**src/rtl/poly_operand_driver.sv**
```systemverilog
// Go-button load initiator for the polynomial datapath: presents A, B, C, X with timed go
// presses, waits out the datapath's compute, then captures its result register.
module poly_operand_driver #(
    parameter int unsigned WIDTH       = 8,
    parameter int unsigned SETUP_CYC   = 2,
    parameter int unsigned HOLD_CYC    = 2,
    parameter int unsigned COMPUTE_CYC = 4
) (
    input  logic             clk,
    input  logic             resetn,
    input  logic             start,
    input  logic [WIDTH-1:0] a_in,
    input  logic [WIDTH-1:0] b_in,
    input  logic [WIDTH-1:0] c_in,
    input  logic [WIDTH-1:0] x_in,
    input  logic [WIDTH-1:0] data_result,
    output logic [WIDTH-1:0] data_out,
    output logic             go,
    output logic             busy,
    output logic [WIDTH-1:0] result,
    output logic             done
);

    typedef enum logic [2:0] {
        StIdle,
        StSetup,
        StPress,
        StCompute,
        StCapture
    } state_e;

    // Phase counters count down to zero, so each load is the phase length minus one.
    localparam logic [7:0] SetupLoad   = 8'(SETUP_CYC - 1);
    localparam logic [7:0] HoldLoad    = 8'(HOLD_CYC - 1);
    localparam logic [7:0] ComputeLoad = 8'(COMPUTE_CYC - 1);

    state_e           state_q, state_d;
    logic [1:0]       idx_q, idx_d;
    logic [7:0]       cnt_q, cnt_d;
    logic [WIDTH-1:0] ops_q [4];
    logic [WIDTH-1:0] ops_d [4];
    logic [WIDTH-1:0] data_out_q, data_out_d;
    logic             go_q, go_d;
    logic             busy_q, busy_d;
    logic [WIDTH-1:0] result_q, result_d;
    logic             done_q, done_d;

    always_comb begin
        state_d    = state_q;
        idx_d      = idx_q;
        cnt_d      = cnt_q;
        ops_d      = ops_q;
        data_out_d = data_out_q;
        go_d       = go_q;
        busy_d     = busy_q;
        result_d   = result_q;
        done_d     = 1'b0;

        unique case (state_q)
            StIdle: begin
                go_d   = 1'b0;
                busy_d = 1'b0;
                if (start) begin
                    ops_d[0]   = a_in;
                    ops_d[1]   = b_in;
                    ops_d[2]   = c_in;
                    ops_d[3]   = x_in;
                    idx_d      = 2'd0;
                    data_out_d = a_in;
                    busy_d     = 1'b1;
                    cnt_d      = SetupLoad;
                    state_d    = StSetup;
                end
            end
            StSetup: begin
                if (cnt_q == 8'd0) begin
                    go_d    = 1'b1;
                    cnt_d   = HoldLoad;
                    state_d = StPress;
                end else begin
                    cnt_d = cnt_q - 8'd1;
                end
            end
            StPress: begin
                if (cnt_q == 8'd0) begin
                    go_d = 1'b0;
                    // Next operand goes out on the same edge go falls, keeping it stable
                    // for the whole following setup window.
                    if (idx_q != 2'd3) begin
                        idx_d      = idx_q + 2'd1;
                        data_out_d = ops_q[idx_q + 2'd1];
                        cnt_d      = SetupLoad;
                        state_d    = StSetup;
                    end else begin
                        cnt_d   = ComputeLoad;
                        state_d = StCompute;
                    end
                end else begin
                    cnt_d = cnt_q - 8'd1;
                end
            end
            StCompute: begin
                if (cnt_q == 8'd0) begin
                    state_d = StCapture;
                end else begin
                    cnt_d = cnt_q - 8'd1;
                end
            end
            StCapture: begin
                result_d = data_result;
                done_d   = 1'b1;
                busy_d   = 1'b0;
                state_d  = StIdle;
            end
            default: begin
                state_d = StIdle;
                go_d    = 1'b0;
                busy_d  = 1'b0;
            end
        endcase
    end

    always_ff @(posedge clk) begin
        if (!resetn) begin
            state_q    <= StIdle;
            idx_q      <= 2'd0;
            cnt_q      <= 8'd0;
            ops_q[0]   <= '0;
            ops_q[1]   <= '0;
            ops_q[2]   <= '0;
            ops_q[3]   <= '0;
            data_out_q <= '0;
            go_q       <= 1'b0;
            busy_q     <= 1'b0;
            result_q   <= '0;
            done_q     <= 1'b0;
        end else begin
            state_q    <= state_d;
            idx_q      <= idx_d;
            cnt_q      <= cnt_d;
            ops_q      <= ops_d;
            data_out_q <= data_out_d;
            go_q       <= go_d;
            busy_q     <= busy_d;
            result_q   <= result_d;
            done_q     <= done_d;
        end
    end

    assign data_out = data_out_q;
    assign go       = go_q;
    assign busy     = busy_q;
    assign result   = result_q;
    assign done     = done_q;

endmodule
```
**config.mk**
```make
export PLATFORM = sky130hd
export DESIGN_NAME = poly_operand_driver
export DESIGN_NICKNAME = d
export VERILOG_FILES = /design/src/rtl/poly_operand_driver.sv
export SDC_FILE = /design/constraint.sdc
export NUM_CORES = 1
export LEC_CHECK = 0
export CAP_MARGIN = 20
export CORE_ASPECT_RATIO = 0.5
export CORE_MARGIN = 3
export CORE_UTILIZATION = 50
export CTS_BUF_LIST = sky130_fd_sc_hd__clkbuf_16
export CTS_CLUSTER_SIZE = 20
export DETAILED_ROUTE_END_ITERATION = 10
export HOLD_SLACK_MARGIN = 0.15
export PLACE_DENSITY = 0.86
export SETUP_SLACK_MARGIN = 0.05
export SYNTH_ARGS = -nofsm -noshare
export SYNTH_HDL_FRONTEND = slang
export SYNTH_SLANG_ARGS = --single-unit
```
**constraint.sdc**
```tcl
create_clock -name clk -period 2.35 [get_ports clk]
set_input_delay 0.5875 -clock clk [delete_from_list [all_inputs] [get_ports clk]]
set_output_delay 0.5875 -clock clk [all_outputs]
set_load 0.03 [all_outputs]
```
Word-level counts from Yosys, hierarchy flattened
Index checks and enable logic that the tools add are counted.
Widths: inputs -> output; s select.

storage, ports and cells
  bits in registers = 64
  output and inout bits = 19
  word-level logic and storage cells = 68

operators by class
  add/subtract/negate cells = 2
  $lt $le $gt $ge = 1
  equality and inequality tests = 11
  mux-type cells = 29
  bitwise logic cells = 2
  reductions and logical operators = 11

operators with widths
  kind                 count
  $mux 8               9
  $pmux 8 s4           1
  $bmux 8 s2           1
  $pmux 8 s2           1
  $ne 2x2->1 const B   7
  $mux 3               4
  $pmux 3 s4           1
  $mux 2               5
  $logic_not 8->1      1
  $reduce_and 4->1     2
  $sub 8x1->8 const B  1
  $eq 3x2->1 const B   2
  $reduce_and 3->1     2
  $mux 1               4
  $pmux 2 s2           1
  $reduce_bool 4->1    1
  $eq 3x1->1 const B   1
  $eq 3x3->1 const B   1
  $ge 3x3->1 const B   1
  $logic_not 3->1      1
  $not 2->3            1
  $pmux 1 s3           1
  $reduce_or 3->1      1
  $add 2x1->2 const B  1
  other kinds (5)      5

Logic depth before layout (Yosys ltp)
  word-level depth = 8
  gate-level depth with buffers = 7

Least setup slack after synthesis
No wires, ideal clock.

  path type = register to register
  from = register cnt_q[0]
  to = register idx_q[1]
  library setup time = 69 ps
  arrival time = 1904 ps
  required time = 2281 ps
  path slack = 377 ps
  stages on the path, launching flop included = 8
  period minus slack after synthesis = 1973 ps
  cells stage by stage = dfxtp_1 > inv_1 > ha_1 > or3b_2 > o41ai_4 > buf_6 > nand4_1 > o21ai_1

on the way
  cells in the longest elaborated chain, start to end = 3

RTL lines
  item                        RTL line  text
  from (decl)                 39        logic [7:0] cnt_q, cnt_d;
  from (signal assigned)      140       cnt_q <= cnt_d;
  $logic_not 8->1             85        if (cnt_q == 8'd0) begin
  $ne 2x2->1 (no line)        n/a
  $reduce_and 4->1 (no line)  n/a
  to (signal assigned)        139       idx_q <= idx_d;
  to (decl)                   38        logic [1:0] idx_q, idx_d;

Every way passes these cells.
A chain may end at the register's enable or synchronous reset.

Worst setup path after layout
  from = input start
  to = register data_out_q[2], in the netlist data_out[2]

on the way
  cells in the longest elaborated chain, start to end = 2

RTL lines
  item                        RTL line  text
  from (decl)                 11        input logic start,
  $ne 2x2->1 (no line)        n/a
  $reduce_and 4->1 (no line)  n/a
  to (signal assigned)        142       data_out_q <= data_out_d;
  to (decl)                   42        logic [WIDTH-1:0] data_out_q, data_out_d;

Every way passes these cells.

==> run_results.csv <==
group,metric,value,unit
run_status,status,"finished clean",
synthesis,synth.top_cells.by_area,"dfxtp_1 (46%), nand2_1 (12%), a21oi_1 (11%)",
placement,dp.cells,465,
power,seqPwrFrac,0.314,
worst_setup_path,r2r-start,"cnt_q[1]",
worst_setup_path,cp_slowest_stage_delay,0.67,ns
die,rows,18,
power,comb_power_share,0.434,
worst_setup_path,rrSetupSlack,0.19,ns
clocking,cts_buffers,9,
hold_path,hold_depth,2,
synthesis,synth_edf_count,0,
synthesis,syn_inst,344,
synthesis,synth_top_area_share,0.456,
sta,finalHoldViolCount,0,
global_routing,first_global_vias,2762,
placement,place_ws,-0.0352,ns
die,ioPinCount,62,
sta,timing.final.crit_period,2.21,ns
worst_setup_path,reg2reg_to,"data_out[2]",
cells_and_area,multi_input_comb_area,1420,sq um
placement,routabilityCongestion,0.889,
drt,dr.first_iter.drc_count,203,
worst_setup_path,crit_end,"data_out[2]",
sta,relSlewSlack,0.679,
cells_and_area,diodes,0,
placement,place_area,3550,sq um
drt,vias,2800,
worst_setup_path,reg2reg_depth,8,
synthesis,synth_ff_type,"dfxtp_1",
global_routing,grt_overflow_total,0,
global_routing,grt_usage,0.240,
drt,first_pass_iters,5,
cells_and_area,layout.cells.non_filler,482,
power,pwr-share-clk,0.252,
clocking,clk_latency,0.33,ns
synthesis,yosysMostFrequentCell,"nand2_1",
sta,setup_violations,0,
worst_setup_path,crit_type,"primary input to flip-flop",
clocking,cts.sinks,64,
cells_and_area,area_growth,37.0,%
synthesis,avgSynthCellArea,8.17,sq um
die,die_x,112,microns
global_routing,grt_max_degree,39,
drt,viasPerCell,5.81,
hold_path,hold_class,"flip-flop to flip-flop",
worst_setup_path,cp-startpoint,"start",
cells_and_area,drive_gt1_frac,0.112,
synthesis,async_reset_ff_frac,0,
clocking,path_clk_slew,0.05,ns
worst_setup_path,crit_chain,"clkdlybuf4s50_1 > or4b_2 > o41ai_4 > buf_4 > buf_12 > o21ai_0 > a21oi_1",
drt,wl_per_cell,16.2,microns
job,cap_violations,0,
power,p_leak,1.41,nW
sta,max_freq,452,MHz
cells_and_area,utilization,0.746,
drt,drc,0,
cells_and_area,layout.nets,454,
clocking,ctsResizeCount,0,
worst_setup_path,cp-end-kind,"flip-flop",
worst_setup_path,cp_slowest_cell,"or4b_2",
drt,drt_wl_total,7790,microns
sta,maxSlewViolCount,0,
synthesis,ys_seq_area_frac,0.456,
cells_and_area,finalInstanceArea,3850,sq um
cells_and_area,seqCellArea,1280,sq um
global_routing,grt_pass1_wl,12700,microns
synthesis,yosys-top-cells-count,"nand2_1 (89), dfxtp_1 (64), a21oi_1 (61), clkbuf_1 (20), nor2_1 (17)",
power,switchingPower,1.89,mW
power,power_density,1280,nW/um^2
placement,io_buffers,61,
power,power,4.94,mW
clocking,ctsHtreeMaxLevel,3,
synthesis,syn_nets,390,
sta,worstMarginPinSlew,0.481,ns
synthesis,netlist_area,2810,sq um
worst_setup_path,worstPathArrival,2.46,ns
clocking,root_buffer,"clkbuf_16",
worst_setup_path,start_kind,"primary input",
synthesis,yosys.area.top_type,"dfxtp_1",
synthesis,synth_cell_types,48,
die,initial_core_util,0.545,
worst_setup_path,crit_fanout,13,
sta,rsz0062_at_grt,"no",
die,chipHeight,59,microns
synthesis,synth_warnings,0,
worst_setup_path,cp_data_required_time,2.60,ns
power,ir_drop,0.000672,V
sta,worst_slack,0.137,ns
power,sw_frac_of_total,0.382,
die,coreArea,5160,sq um
cells_and_area,n_fill_cell,342,
sta,skew,0.00600,ns
clocking,cts_tree,"built",
clocking,clockBufferDepth,2,
drt,antenna_left,0,
global_routing,antenna_found_initial,0,
sta,finalCritPeriodShare,0.942,
placement,dpl.hpwl,4830,microns
synthesis,yosys_register_bits,64,
die,die_area,6610,sq um
power,p_int,3.05,mW
==> metal layers <==
layer	vias to the layer above	wire, microns	global-route usage	share of wire
li1	1331	-	-	-
met1	1323	3160	0.280	0.41
met2	121	3970	0.432	0.51
met3	25	459	0.0683	0.059
met4	0	196	0.0942	0.025
met5	-	0	0	0
==> area by class of cell <==
type	count	share of cell area
repair buffers	76	0.198
multi-input cells	253	0.370
well taps	70	0.0228
flip-flops and latches	64	0.333
inverters	4	0.00390
clock buffers	9	0.0585
clock inverters	6	0.0140
==> critical path: cells and delay by family <==
kind | cells | cell delay [ns]
buf+inv | 3 | 0.89
simple gates | 1 | 0.67
compound gates | 3 | 0.31
==> power by group through the flow <==
| stage | Sequential (mW) | Clock (mW) | Combinational, mW |
|---|---|---|---|
| after floorplan | 1.68 | 0 | 1.21 |
| after global placement | 1.54 | 0 | 1.98 |
| after detailed placement | 1.55 | 0 | 2.05 |
| after CTS | 1.54 | 1.25 | 2.08 |
| after global routing | 1.57 | 1.30 | 2.34 |
| final | 1.55 | 1.25 | 2.14 |
==> cell usage in the layout, fill, tap and decap left out, types with 2 or more instances in the layout <==
cell type	netlist	layout
a21oi_1	61	61
o21ai_0	12	12
nor3b_1	2	2
buf_12	0	3
dfxtp_1	64	64
mux2i_1	9	9
ha_1	3	3
or3b_2	2	2
nand3_1	2	2
mux2_2	8	8
nand4_1	2	2
nand2_1	89	89
inv_1	3	5
clkdlybuf4s50_1	0	61
nand2b_1	2	2
nor3_1	5	5
nor2b_1	2	2
a221oi_1	9	9
buf_4	0	12
clkbuf_16	0	9
nor2_1	17	17
and2_1	2	2
==> cells by family after synthesis <==
family,after synthesis,synth area share
adder cells (fa/ha/maj),3,0.0134
AND/OR/NAND/NOR,136,0.219
flip-flops,64,0.456
multiplexers,17,0.0641
AO/OA/AOI/OAI,97,0.208
buffers and inverters,27,0.0392
==> metrics by stage <==
| step | setup TNS [ns] | hold WS, ns |
|---|---|---|
| floorplan | 0 | 0.432 |
| global placement | 0 | 0.441 |
| detailed placement | -0.173 | 0.446 |
| CTS | 0 | 0.459 |
| global route | 0 | 0.479 |
| finish | 0 | 0.456 |
==> sequential cells by signal (all words and copies together), names as in the netlist <==
| register | cells |
|---|---|
| busy | 1 |
| result | 8 |
| go | 1 |
| ops_q | 32 |
| done | 1 |
| data_out | 8 |
| cnt_q | 8 |
| idx_q | 2 |
| state_q | 3 |
==> how the worst min path moves through the flow <==
stage	end	from
2_1_floorplan	idx_q[1]	idx_q[1]
3_3_place_gp	idx_q[1]	idx_q[1]
3_5_place_dp	ops_q[29]	ops_q[29]
4_1_cts	ops_q[10]	ops_q[10]
5_1_grt	ops_q[24]	ops_q[24]
6_report	ops_q[10]	ops_q[10]
==> what timing repair did <==
action                     4_1_cts  5_1_grt
setup endpoints to repair        0        7
hold buffers                     0        0
buffers inserted                 0        2
hold endpoints to repair         0        0
(Power assumes the default switching activity.)
